[src/rtl/alu_arbiter_pkg.sv]
// rtl/alu_arbiter_pkg.sv - shared opcodes, FSM state encoding and opcode legality helper
//
// Purpose : constants shared by the ALU and the two-requester arbiter.
// Contents: OP_* function codes, state_t (IDLE/EXEC/RESP), op_legal().
package alu_arbiter_pkg;

  localparam logic [5:0] OP_AND = 6'b100100;
  localparam logic [5:0] OP_OR  = 6'b100101;
  localparam logic [5:0] OP_ADD = 6'b100000;
  localparam logic [5:0] OP_SUB = 6'b100010;
  localparam logic [5:0] OP_SLT = 6'b101010;

  typedef enum logic [1:0] {
    ST_IDLE = 2'd0,
    ST_EXEC = 2'd1,
    ST_RESP = 2'd2
  } state_t;

  function automatic logic op_legal(input logic [5:0] sig);
    case (sig)
      OP_AND, OP_OR, OP_ADD, OP_SUB, OP_SLT: op_legal = 1'b1;
      default:                               op_legal = 1'b0;
    endcase
  endfunction

endpackage

[src/rtl/ALU_32bits.sv]
// rtl/ALU_32bits.sv - combinational 32-bit ALU (AND, OR, ADD, SUB, SLT)
//
// Purpose : pure combinational datapath used by alu_arbiter.
// Ports   : dataA, dataB  - 32-bit operands
//           signal        - 6-bit function code
//           dataOut       - 32-bit result (0 for unknown codes)
module ALU_32bits
  import alu_arbiter_pkg::*;
(
  input  logic [31:0] dataA,
  input  logic [31:0] dataB,
  input  logic [5:0]  signal,
  output logic [31:0] dataOut
);

  always_comb begin
    dataOut = 32'd0;
    case (signal)
      OP_AND: dataOut = dataA & dataB;
      OP_OR:  dataOut = dataA | dataB;
      OP_ADD: dataOut = dataA + dataB;
      OP_SUB: dataOut = dataA - dataB;
      // Set-less-than compares as two's-complement signed values.
      OP_SLT: dataOut = ($signed(dataA) < $signed(dataB)) ? 32'd1 : 32'd0;
      default: dataOut = 32'd0;
    endcase
  end

endmodule

[src/rtl/alu_arbiter.sv]
// rtl/alu_arbiter.sv - two-requester round-robin front end for a single shared ALU
//
// Purpose : accepts one operation at a time from requester 0 or 1, runs it
//           through ALU_32bits and returns the result to the granted requester.
// Ports   : clk, rst_n (sync, active-low)
//           reqN_valid/ready/dataA/dataB/signal - request channel, N=0,1
//           rspN_valid/ready/data/err           - response channel, N=0,1
//           busy                                - transaction in flight
module alu_arbiter
  import alu_arbiter_pkg::*;
#(
  parameter int WIDTH = 32,
  parameter int SIG_W = 6
) (
  input  logic             clk,
  input  logic             rst_n,
  input  logic             req0_valid,
  output logic             req0_ready,
  input  logic [WIDTH-1:0] req0_dataA,
  input  logic [WIDTH-1:0] req0_dataB,
  input  logic [SIG_W-1:0] req0_signal,
  input  logic             req1_valid,
  output logic             req1_ready,
  input  logic [WIDTH-1:0] req1_dataA,
  input  logic [WIDTH-1:0] req1_dataB,
  input  logic [SIG_W-1:0] req1_signal,
  output logic             rsp0_valid,
  input  logic             rsp0_ready,
  output logic [WIDTH-1:0] rsp0_data,
  output logic             rsp0_err,
  output logic             rsp1_valid,
  input  logic             rsp1_ready,
  output logic [WIDTH-1:0] rsp1_data,
  output logic             rsp1_err,
  output logic             busy
);

  state_t           state_q, state_d;
  logic             rr_q, rr_d;        // requester preferred on a tie
  logic             grant_q, grant_d;  // requester owning the transaction
  logic [WIDTH-1:0] a_q, a_d, b_q, b_d, res_q, res_d;
  logic [SIG_W-1:0] sig_q, sig_d;
  logic             err_q, err_d;

  logic [WIDTH-1:0] alu_out;
  logic             any_req;
  logic             pick;
  logic             rsp_hs;

  ALU_32bits u_alu (
    .dataA  (a_q),
    .dataB  (b_q),
    .signal (sig_q),
    .dataOut(alu_out)
  );

  always_comb begin
    any_req = req0_valid | req1_valid;
    // Tie goes to the pointer; otherwise whoever is valid.
    pick    = (req0_valid && req1_valid) ? rr_q : req1_valid;
    rsp_hs  = grant_q ? rsp1_ready : rsp0_ready;

    state_d = state_q;
    rr_d    = rr_q;
    grant_d = grant_q;
    a_d     = a_q;
    b_d     = b_q;
    sig_d   = sig_q;
    res_d   = res_q;
    err_d   = err_q;

    case (state_q)
      ST_IDLE: begin
        if (any_req) begin
          grant_d = pick;
          a_d     = pick ? req1_dataA  : req0_dataA;
          b_d     = pick ? req1_dataB  : req0_dataB;
          sig_d   = pick ? req1_signal : req0_signal;
          state_d = ST_EXEC;
        end
      end
      ST_EXEC: begin
        res_d   = op_legal(sig_q) ? alu_out : '0;
        err_d   = ~op_legal(sig_q);
        state_d = ST_RESP;
      end
      ST_RESP: begin
        if (rsp_hs) begin
          rr_d    = ~grant_q;
          state_d = ST_IDLE;
        end
      end
      default: state_d = ST_IDLE;
    endcase
  end

  always_ff @(posedge clk) begin
    if (!rst_n) begin
      state_q <= ST_IDLE;
      rr_q    <= 1'b0;
      grant_q <= 1'b0;
      a_q     <= '0;
      b_q     <= '0;
      sig_q   <= '0;
      res_q   <= '0;
      err_q   <= 1'b0;
    end else begin
      state_q <= state_d;
      rr_q    <= rr_d;
      grant_q <= grant_d;
      a_q     <= a_d;
      b_q     <= b_d;
      sig_q   <= sig_d;
      res_q   <= res_d;
      err_q   <= err_d;
    end
  end

  // Outputs are gated by rst_n so they read 0 in the cycle reset is applied,
  // before the state registers have been cleared.
  assign req0_ready = rst_n && (state_q == ST_IDLE) && any_req && !pick;
  assign req1_ready = rst_n && (state_q == ST_IDLE) && any_req &&  pick;
  assign rsp0_valid = rst_n && (state_q == ST_RESP) && !grant_q;
  assign rsp1_valid = rst_n && (state_q == ST_RESP) &&  grant_q;
  assign rsp0_data  = rst_n ? res_q : '0;
  assign rsp1_data  = rst_n ? res_q : '0;
  assign rsp0_err   = rst_n && err_q;
  assign rsp1_err   = rst_n && err_q;
  assign busy       = rst_n && (state_q != ST_IDLE);

endmodule
[config.mk]
export PLATFORM = sky130hd
export DESIGN_NAME = alu_arbiter
export DESIGN_NICKNAME = d
export VERILOG_FILES = /design/src/rtl/alu_arbiter_pkg.sv /design/src/rtl/ALU_32bits.sv /design/src/rtl/alu_arbiter.sv
export SDC_FILE = /design/constraint.sdc
export NUM_CORES = 1
export LEC_CHECK = 0
export ABC_CLOCK_PERIOD_IN_PS = 3600
export CORE_UTILIZATION = 52
export CTS_CLUSTER_SIZE = 28
export DETAILED_ROUTE_END_ITERATION = 10
export PLACE_DENSITY = 0.89
export SLEW_MARGIN = 5
export SYNTH_ARGS = -nofsm -noshare
export SYNTH_HDL_FRONTEND = slang
export SYNTH_SLANG_ARGS = --single-unit
[constraint.sdc]
create_clock -name clk -period 3.6 [get_ports clk]
set_input_delay 0.72 -clock clk [delete_from_list [all_inputs] [get_ports clk]]
set_output_delay 0.72 -clock clk [all_outputs]
set_load 0.03 [all_outputs]
-- Word-level counts from Yosys, hierarchy flattened
Cells that the tools add are included.
W data, S select, Z words.
- register bits: 107
- input port bits: 146
- output and inout bits: 71
- word-level logic and storage cells: 57
- add/subtract/negate cells: 2
- order comparisons: 1
- equal/unequal tests: 9
- muxes and demuxes: 14
- bitwise gates (word level): 5
- reductions and logical operators: 18
- operators with widths (kind ; number):
    $pmux W32 S5 ; 1
    $mux W32 ; 4
    $add A32 B32 Y32 ; 1
    $and A32 B32 Y32 ; 1
    $lt A32 B32 Y1 ; 1
    $or A32 B32 Y32 ; 1
    $sub A32 B32 Y32 ; 1
    $eq A6 B6 Y1 const B ; 5
    $logic_and A1 B1 Y1 ; 10
    $mux W6 ; 1
    $pmux W2 S3 ; 1
    $reduce_and A2 Y1 ; 3
    $mux W1 ; 5
    $reduce_or A5 Y1 ; 1
    $mux W2 ; 2
    $ne A2 B2 Y1 const B ; 2
    $eq A2 B1 Y1 const B ; 1
    $eq A2 B2 Y1 const B ; 1
    $logic_not A1 Y1 ; 2
    $logic_not A2 Y1 ; 1
    $not A1 Y1 ; 2
    $reduce_bool A2 Y1 ; 1
    $or A1 B1 Y1 ; 1

-- Longest topological paths before layout
Gate-level depths: netlist of the first run.
- depth in word-level cells: 5
- depth in mapped cells: 13
- mapped depth without buffers: 13

-- Cells and area by module
A second synthesis of the first run with hierarchy kept.
- cells, all modules: 1394
- area, all modules: 10635.2 um2
- modules (own cells, without submodules) (module ; instances ; cells each ; area each (um2) ; seq. area each (um2)):
    alu_arbiter ; 1 ; 661 ; 5725.5 ; 2142.1
    ALU_32bits ; 1 ; 733 ; 4909.7 ; 0.0

-- Worst setup path after synthesis of the first run
No wires, ideal clock.
- kind: reg-to-reg
- from: reg a_q[10]
- to: reg res_q[23]
- setup time: 117 ps
- arrival: 3112 ps
- data required time: 3483 ps
- setup slack: 371 ps
- cell stages (with the launch flop): 12
- path buffers: 1
- period minus slack after synthesis: 3229 ps
- path through: dfxtp_1 -> inv_1 -> ha_1 -> buf_6 -> or4_4 -> or4b_4 -> a31oi_4 -> o21bai_2 -> o41ai_2 -> a221oi_2 -> a221o_1 -> a32o_1
- cells in the longest elaborated chain, start to end: 3
- elaborated cells on any way between the ends: 4
- classes of those cells: add/sub: 2; mux: 2
- RTL lines (what ; line ; RTL):
    start: declaration ; alu_arbiter.sv:41 ; logic [WIDTH-1:0] a_q, a_d, b_q, b_d, res_q, res_d;
    start signal: assignment ; alu_arbiter.sv:102 ; a_q <= '0;
    start signal: assignment ; alu_arbiter.sv:111 ; a_q <= a_d;
    $sub A32 B32 Y32 or $add A32 B32 Y32 (tied branches) ; ALU_32bits.sv:22, ALU_32bits.sv:21 ;
    $pmux W32 S5 (*) ; ALU_32bits.sv:18 ; case (signal)
    $mux W32 (*) ; alu_arbiter.sv:83 ; res_d = op_legal(sig_q) ? alu_out : '0;
    end signal: assignment ; alu_arbiter.sv:114 ; res_q <= res_d;
    end: declaration ; alu_arbiter.sv:41 ;
Every way passes the cells marked *; elsewhere a longest branch is shown, timed or not.
A chain may end at the register's enable or synchronous reset.

-- Final worst setup path of the first run
Ends and elaborated chain as after synthesis.

==> results of run 1 <==
[area by class of cell]
class / count / area (µm²)
Timing Repair Buffer: 243 / 2370
Inverter: 101 / 379
Clock buffer: 9 / 225
Clock inverter: 7 / 88.8
Sequential cell: 107 / 2140
Fill cell: 1508 / 5950
Tap cell: 229 / 287
Multi-Input combinational cell: 914 / 6520
[worst max-delay path by stage]
stage	from	cells past startpoint	end	slack (ps)
2_1_floorplan	a_q[10]	11	res_q[23]	370
3_3_place_gp	a_q[10]	10	res_q[23]	340
3_5_place_dp	a_q[10]	10	res_q[23]	280
4_1_cts	a_q[10]	10	res_q[23]	260
5_1_grt	a_q[10]	10	res_q[23]	130
6_report	a_q[10]	10	res_q[23]	240
[worst reg2reg max path: stages (launching register included)]
cell,delay (ps)
sky130_fd_sc_hd__dfxtp_1,410
sky130_fd_sc_hd__inv_1,70
sky130_fd_sc_hd__ha_1,310
sky130_fd_sc_hd__or4_4,550
sky130_fd_sc_hd__or4b_4,510
sky130_fd_sc_hd__a31oi_4,190
sky130_fd_sc_hd__o21bai_2,130
sky130_fd_sc_hd__o41ai_2,270
sky130_fd_sc_hd__a221oi_2,190
sky130_fd_sc_hd__a221o_1,380
sky130_fd_sc_hd__a32o_1,250
[report_power, final]
part	internal, µW	leakage, µW	switching, µW
clock network	552	0.000149	504
logic	863	0.00468	1190
registers	1290	0.000882	119
[cell usage after synthesis (22+ instances only)]
master	number	area share, %
sky130_fd_sc_hd__mux2i_1	75	7.9
sky130_fd_sc_hd__xnor2_1	22	2.0
sky130_fd_sc_hd__o21ai_0	58	3.0
sky130_fd_sc_hd__o211a_1	72	7.5
sky130_fd_sc_hd__and2_1	34	2.2
sky130_fd_sc_hd__a21oi_1	78	4.1
sky130_fd_sc_hd__nand2_1	156	6.1
sky130_fd_sc_hd__dfxtp_1	107	22
sky130_fd_sc_hd__inv_1	98	3.8
sky130_fd_sc_hd__clkbuf_1	64	2.5
sky130_fd_sc_hd__nor2_1	70	2.7
sky130_fd_sc_hd__buf_4	33	2.6
sky130_fd_sc_hd__ha_1	99	13
[sequential cells by signal, indices dropped and copies added, names as in the netlist]
register  count
a_q          32
b_q          32
res_q        32
sig_q         6
state_q       2
err_q         1
grant_q       1
rr_q          1
[layer usage]
metal  up-vias  wire length (µm)
met5         -                 0
li1       4600                 -
met3        64              1860
met1      4495             11600
met4         0               699
met2       372             13200
[cells by family after synthesis]
kind of cell / share of synthesized area [%]
fa+ha+maj: 13.4
simple gates: 16.8
mux: 7.85
compound gates: 27.4
flops: 22.4
buf+inv: 9.70
xor+xnor: 2.47
[through the flow]
stage          instances  area (µm²)  utilization [%]
2_1_floorplan       1232        9560                -
3_3_place_gp        1594       11700             65.1
3_5_place_dp        1594       11700             65.1
4_1_cts             1610       12000             66.9
5_1_grt             1610       12000             66.9
6_report            1610       12000             66.9
==> results.md, run 1 <==
- In this run the critical register-to-register path is captured at res_q[23].
- In this run the standard cell core region covers 0.0180 mm².
- Setup repair after global routing left no endpoint under its margin.
- The TritonCTS sink count is 107.
- The standby leakage power is 0.00571 µW.
- Counting both buffers and inverters, the worst setup path holds a total of 1.
- Yosys printed 0 warnings.
- The post-route worst hold slack is 495 ps.
- The all-layer global routing usage is around 29%.
- The met2 demand-to-capacity share in global routing is between 50 and 60%.
- In this run, post-CTS repair resized a total of 0 instances.
- The synthesized design contains 0 enable-type register cells.
- Once routing completed, OpenROAD measured the worst setup slack at 236 ps.
- The number of design rule violations left after detail routing is 0.
- For the worst setup path, the data arrival time is approximately 3600 ps.
- The congestion estimate from routability-driven global placement came to between 0.9 and 1.
- The number of vias per cell is 5.92.
- The average wire per cell in the routed design is around 17 µm.
- The die span in x is roughly 140 µm.
- The startpoint of the worst hold path is sig_q[4].
- The endpoint of the worst hold path is sig_q[4].
- For the pin with the worst max-slew slack, the measured transition is 704 ps.
- The maximum number of buffers from clock root to sink is 2.
- Port buffering added 216 buffers.
- The cell family contributing the most delay on the critical path is compound AO/OA/AOI/OAI gates.
- The normalized max-slew margin is 53.0%.
- The synthesized instance count is 1232.
- The initial antenna violation count is 0.
- TritonCTS built the clock tree.
- The largest individual stage delay along the critical path comes from the cell sky130_fd_sc_hd__or4_4.
- During I/O placement, the number of pins put on the boundary was 217.
- For the finished layout, the period the worst path requires is between 3000 and 4000 ps.
- The area of the mapped netlist is 0.00956 mm².
- The number of nets with antenna violations after detailed routing is 0.
- The final route contains 9531 vias.
- The post-synthesis to final-layout area growth is 25.7%.
- At the end of the flow, the number of nets in the layout was 1623.
- Counting the buffers created by CTS gives 9.
- The share of post-route cells with drive strength above 1 is 4.42%.
- The number of antenna diodes in the final layout is 0.
- The fmax is 0.297 GHz.
- The layer flagged by global routing as most heavily used is met2.
- The count of different cell masters after synthesis is 71.
- After clock tree synthesis, the flow added hold-fix buffers numbering 0.
- The maximum fanout count along the critical path is 7.
- Dividing total power by cell area gives a power density of roughly 380 mW/mm².
- The die is 138 µm tall.
- The final hold violation count is 0.
- The top cell types in the final layout, fill and taps aside, are sky130_fd_sc_hd__clkdlybuf4s50_1 (214), sky130_fd_sc_hd__nand2_1 (156), sky130_fd_sc_hd__dfxtp_1 (107), sky130_fd_sc_hd__ha_1 (99), sky130_fd_sc_hd__inv_1 (98).
- Setup violations remaining at the end of the flow were counted as 0.
- The worst path uses between 90% and 100% of the clock period.
- The tool flagged a number of max-cap violations equal to 0.
- The H-tree was split into 3 levels.
- The number of global-route vias before repair was 9116.
- The library cell used as clock root buffer is sky130_fd_sc_hd__clkbuf_16.
- After routing, the total negative slack on setup checks comes to 0 ps.
- Entering global routing, the biggest net connects 75 pins.
- The share of synthesized registers carrying an async set or reset is 0%.
- The wire-length estimate of the detail-placed layout is 20900 µm.
- Counting instances, the worst hold path has a depth of 1.
- The flop and latch count out of synthesis is 107.
- The die covers 0.0189 mm².
- The depth of the worst register-to-register path is 10.
- The source of the worst register-to-register timing path is a_q[10].
- After detailed routing, the total wire length is about 27000 µm.
- The synthesized area per cell is approximately 7.8 µm².
- The first TritonRoute pass finished after 5 iterations.
- For the worst setup path, the data required time is 3870 ps.
- Global routing finished with a remaining overflow of 0.
- For this run, the register share of the synthesized area comes to between 20 and 25%.
- The run finished with clean final reports.
- The synthesized netlist net count is between 1000 and 1500.
- The critical path start-end classification is flip-flop to flip-flop.
- The number of post-CTS setup repair buffers is 0.
- The predominant post-synthesis flop cell is sky130_fd_sc_hd__dfxtp_1.
- Traced cell by cell, the critical path runs through inv_1 > ha_1 > or4_4 > or4b_4 > a31oi_4 > o21bai_2 > o41ai_2 > a221oi_2 > a221o_1 > a32o_1.
- The path class of the tightest hold or removal check is flip-flop to flip-flop.
- The number of slew-limit violations in the final report is 0.
- In this run the core area contains 49 standard-cell rows.
- The clock transition at the register clock pins on the worst setup and hold paths after CTS is 80 ps.
- Global routing consumed, on the met1 layer, 35.2% of the routing resources.
- The startpoint class of the critical path is a flip-flop.
- In the global route stage, met3 resource usage came out at 6.00%.
- For this block, the initial DRC count from the detailed router was 811.
- On the worst path, the slowest cell contributes a delay of 550 ps.
- The effective utilization at floorplan is a little over half.
- Between clock sinks in the finished design, the worst skew comes to 9.72 ps.
- After layout, the design draws a total of 4520 µW.
- The first global-routing pass estimated 43900 µm of wire.
- The minimum setup slack among reg-to-reg paths is 240 ps.
- The leading cell type in the layout, fill and taps excluded is sky130_fd_sc_hd__clkdlybuf4s50_1.
- The later pin in the worst-skew pair is clocked with a latency of 370 ps.
- STA classifies the critical path endpoint as a flip-flop.
- VDD sags by at most 0.000338 V.
- The worst slack at placement is ~280 ps.
Note: power is estimated with default switching activity, not from simulation.
==> run 2, diff against run 1 <==
Settings changed: CAP_MARGIN from default to 5.
==> results of run 2 <==
The final DEF is identical to that of run 1; final timing and power are the same.
==> run 3, diff against run 2 <==
Settings changed: SKIP_LAST_GASP from default to 1.
==> results of run 3 <==
The final DEF is identical to that of run 1; final timing and power are the same.
==> RTL edit (config.mk and constraints of run 2) <==
Encoding of `state_t`: now one-hot (3 bits for 3 states).
--- a/src/rtl/alu_arbiter_pkg.sv
+++ b/src/rtl/alu_arbiter_pkg.sv
@@ -11,8 +11,8 @@
   localparam logic [5:0] OP_SLT = 6'b101010;
 
-  typedef enum logic [1:0] {
-    ST_IDLE = 2'd0,
-    ST_EXEC = 2'd1,
-    ST_RESP = 2'd2
+  typedef enum logic [2:0] {
+    ST_IDLE = 3'b001,
+    ST_EXEC = 3'b010,
+    ST_RESP = 3'b100
   } state_t;
 
Behaviour: same outputs for any inputs over 4 cycles, from zero or initial values and one cycle with rst_n low; so few cycles prove little.
==> RTL edit against run 2 <==
Clock power shrank 10%; fmax rose by 3.0%; non-clock buffer count fell by 5; routed wire length is 8.0% higher; total power grew 6.5%; design area increased by 2.1%; area after synthesis up 4.8%; worst setup slack improved by 0.098 ns; sequential cell count rose by 1; largest cell class unchanged.
==> RTL edit: results (changes against run 2) <==
<table>
<tr><th>Metric</th><th>Value</th></tr>
<tr><th colspan="2">Run status</th></tr>
<tr><td>Run status</td><td>complete, no violations</td></tr>
<tr><th colspan="2">Place</th></tr>
<tr><td>Area after DPL</td><td>0.0120 mm^2 (+2.5%)</td></tr>
<tr><td>Routability cong.</td><td>0.990 (+1.0%)</td></tr>
<tr><th colspan="2">STA</th></tr>
<tr><td>Worst clock skew</td><td>0.0117 ns (+0.00193 ns)</td></tr>
<tr><td>Slew at the pin closest to its max-slew limit</td><td>0.802 ns (+0.0981 ns)</td></tr>
<tr><th colspan="2">Synthesis</th></tr>
<tr><td>Most area-consuming cells after synthesis</td><td>dfxtp_1 22%, ha_1 12%, mux2i_1 7.8%</td></tr>
<tr><td>Number of nets in the synthesized netlist</td><td>1,547 (+4.6%)</td></tr>
<tr><td>Mean cell area of the mapped netlist</td><td>7.71 um^2 (-0.68%)</td></tr>
<tr><td>Proportion of synthesized chip area in sequential cells</td><td>21.6% (-0.83 points)</td></tr>
<tr><td>Leading cell types by count after synthesis</td><td>167 x nand2_1, 108 x dfxtp_1, 99 x ha_1, 99 x inv_1, 91 x a21oi_1</td></tr>
<tr><td>Cell variety after synth</td><td>76 (+7.0%)</td></tr>
<tr><th colspan="2">Routing</th></tr>
<tr><td>DRC violation total after the first TritonRoute iteration</td><td>1,159 (+43%)</td></tr>
<tr><td>Average wire per standard cell</td><td>17.7 um (+4.3%)</td></tr>
<tr><td>Number of iterations in the first detailed-routing pass</td><td>6 (+1)</td></tr>
<tr><td>Vias per inst</td><td>6.04 (+2.1%)</td></tr>
<tr><th colspan="2">Worst setup path</th></tr>
<tr><td>Data arrival time of the critical path</td><td>3.55 ns (-0.08 ns)</td></tr>
<tr><td>Reg2reg path depth</td><td>12 (+2)</td></tr>
<tr><td>Terminus of the critical flop-to-flop path</td><td>res_q[30]</td></tr>
<tr><td>Peak fanout along the critical path</td><td>4 (-3)</td></tr>
<tr><td>CP max stage cell</td><td>fa_1</td></tr>
<tr><th colspan="2">Global route</th></tr>
<tr><td>Vias in the first global route</td><td>9,464 (+3.8%)</td></tr>
<tr><td>Global-route wire length before repair</td><td>48,100 um (+9.6%)</td></tr>
<tr><th colspan="2">Hold path</th></tr>
<tr><td>HP Start</td><td>err_q</td></tr>
<tr><td>Worst hold endpoint</td><td>err_q</td></tr>
<tr><th colspan="2">Finish</th></tr>
<tr><td>Ratio of cells with drive above 1 in the final layout</td><td>4.60% (+0.19 points)</td></tr>
<tr><td>Non-filler instance count after layout</td><td>1,668 (+3.6%)</td></tr>
<tr><th colspan="2">Power</th></tr>
<tr><td>Standby leakage power</td><td>5.74 nW (+0.61%)</td></tr>
</table>
==> RTL edit: kinds of logic after synthesis <==
| kind of cell | Yosys count | synth area share (%) |
|---|---|---|
| buffers and inverters | 226 | 10.6 |
| adders and majority gates | 101 | 12.8 |
| AOI/OAI and AO/OA | 409 | 29.5 |
| muxes | 78 | 7.79 |
| DFF | 108 | 21.6 |
| xor gates and xnor gates | 9 | 0.787 |
| and+or+nand+nor | 369 | 16.9 |
==> RTL edit: where the power goes <==
group          internal (mW)  switching (mW)  total [mW]
clock                  0.469           0.484       0.953
sequential              1.32           0.143        1.46
combinational          0.966            1.43        2.40
==> RTL edit: per-stage QoR <==
step                      power, mW  hold slack (ns)
after CTS                      4.77            0.500
after detailed placement       3.82            0.484
after global routing           5.13            0.528
after global placement         3.77            0.476
after floorplan                3.19            0.464
final                          4.81            0.497
==> RTL edit: cell type report <==
class                   instances  area (um^2)  share of cell area, %
clock inverters                 6         38.8                  0.316
multi-input cells             966         6810                   55.5
inverters                     106          398                   3.24
clock buffers                  10          229                   1.87
repair buffers                238         2330                   19.0
flip-flops and latches        108         2160                   17.6
well taps                     234          293                   2.39
==> RTL edit: how the worst max path moves through the flow <==
stage                       to  slack [ns]  depth (start not counted)
floorplan           req1_ready        0.65                          6
global placement     res_q[30]        0.46                         12
detailed placement   res_q[30]        0.41                         12
CTS                  res_q[30]        0.39                         12
global route         res_q[16]        0.07                         12
finish               res_q[30]        0.33                         12
==> RTL edit: per-layer routing <==
layer / vias to the layer above / wire (um) / GRT usage, %
met5: - / 0 / 0
met4: 0 / 804 / 10.4
met3: 64 / 2200 / 4.18
met2: 471 / 13600 / 50.4
met1: 4699 / 12900 / 39.3
li1: 4848 / - / -
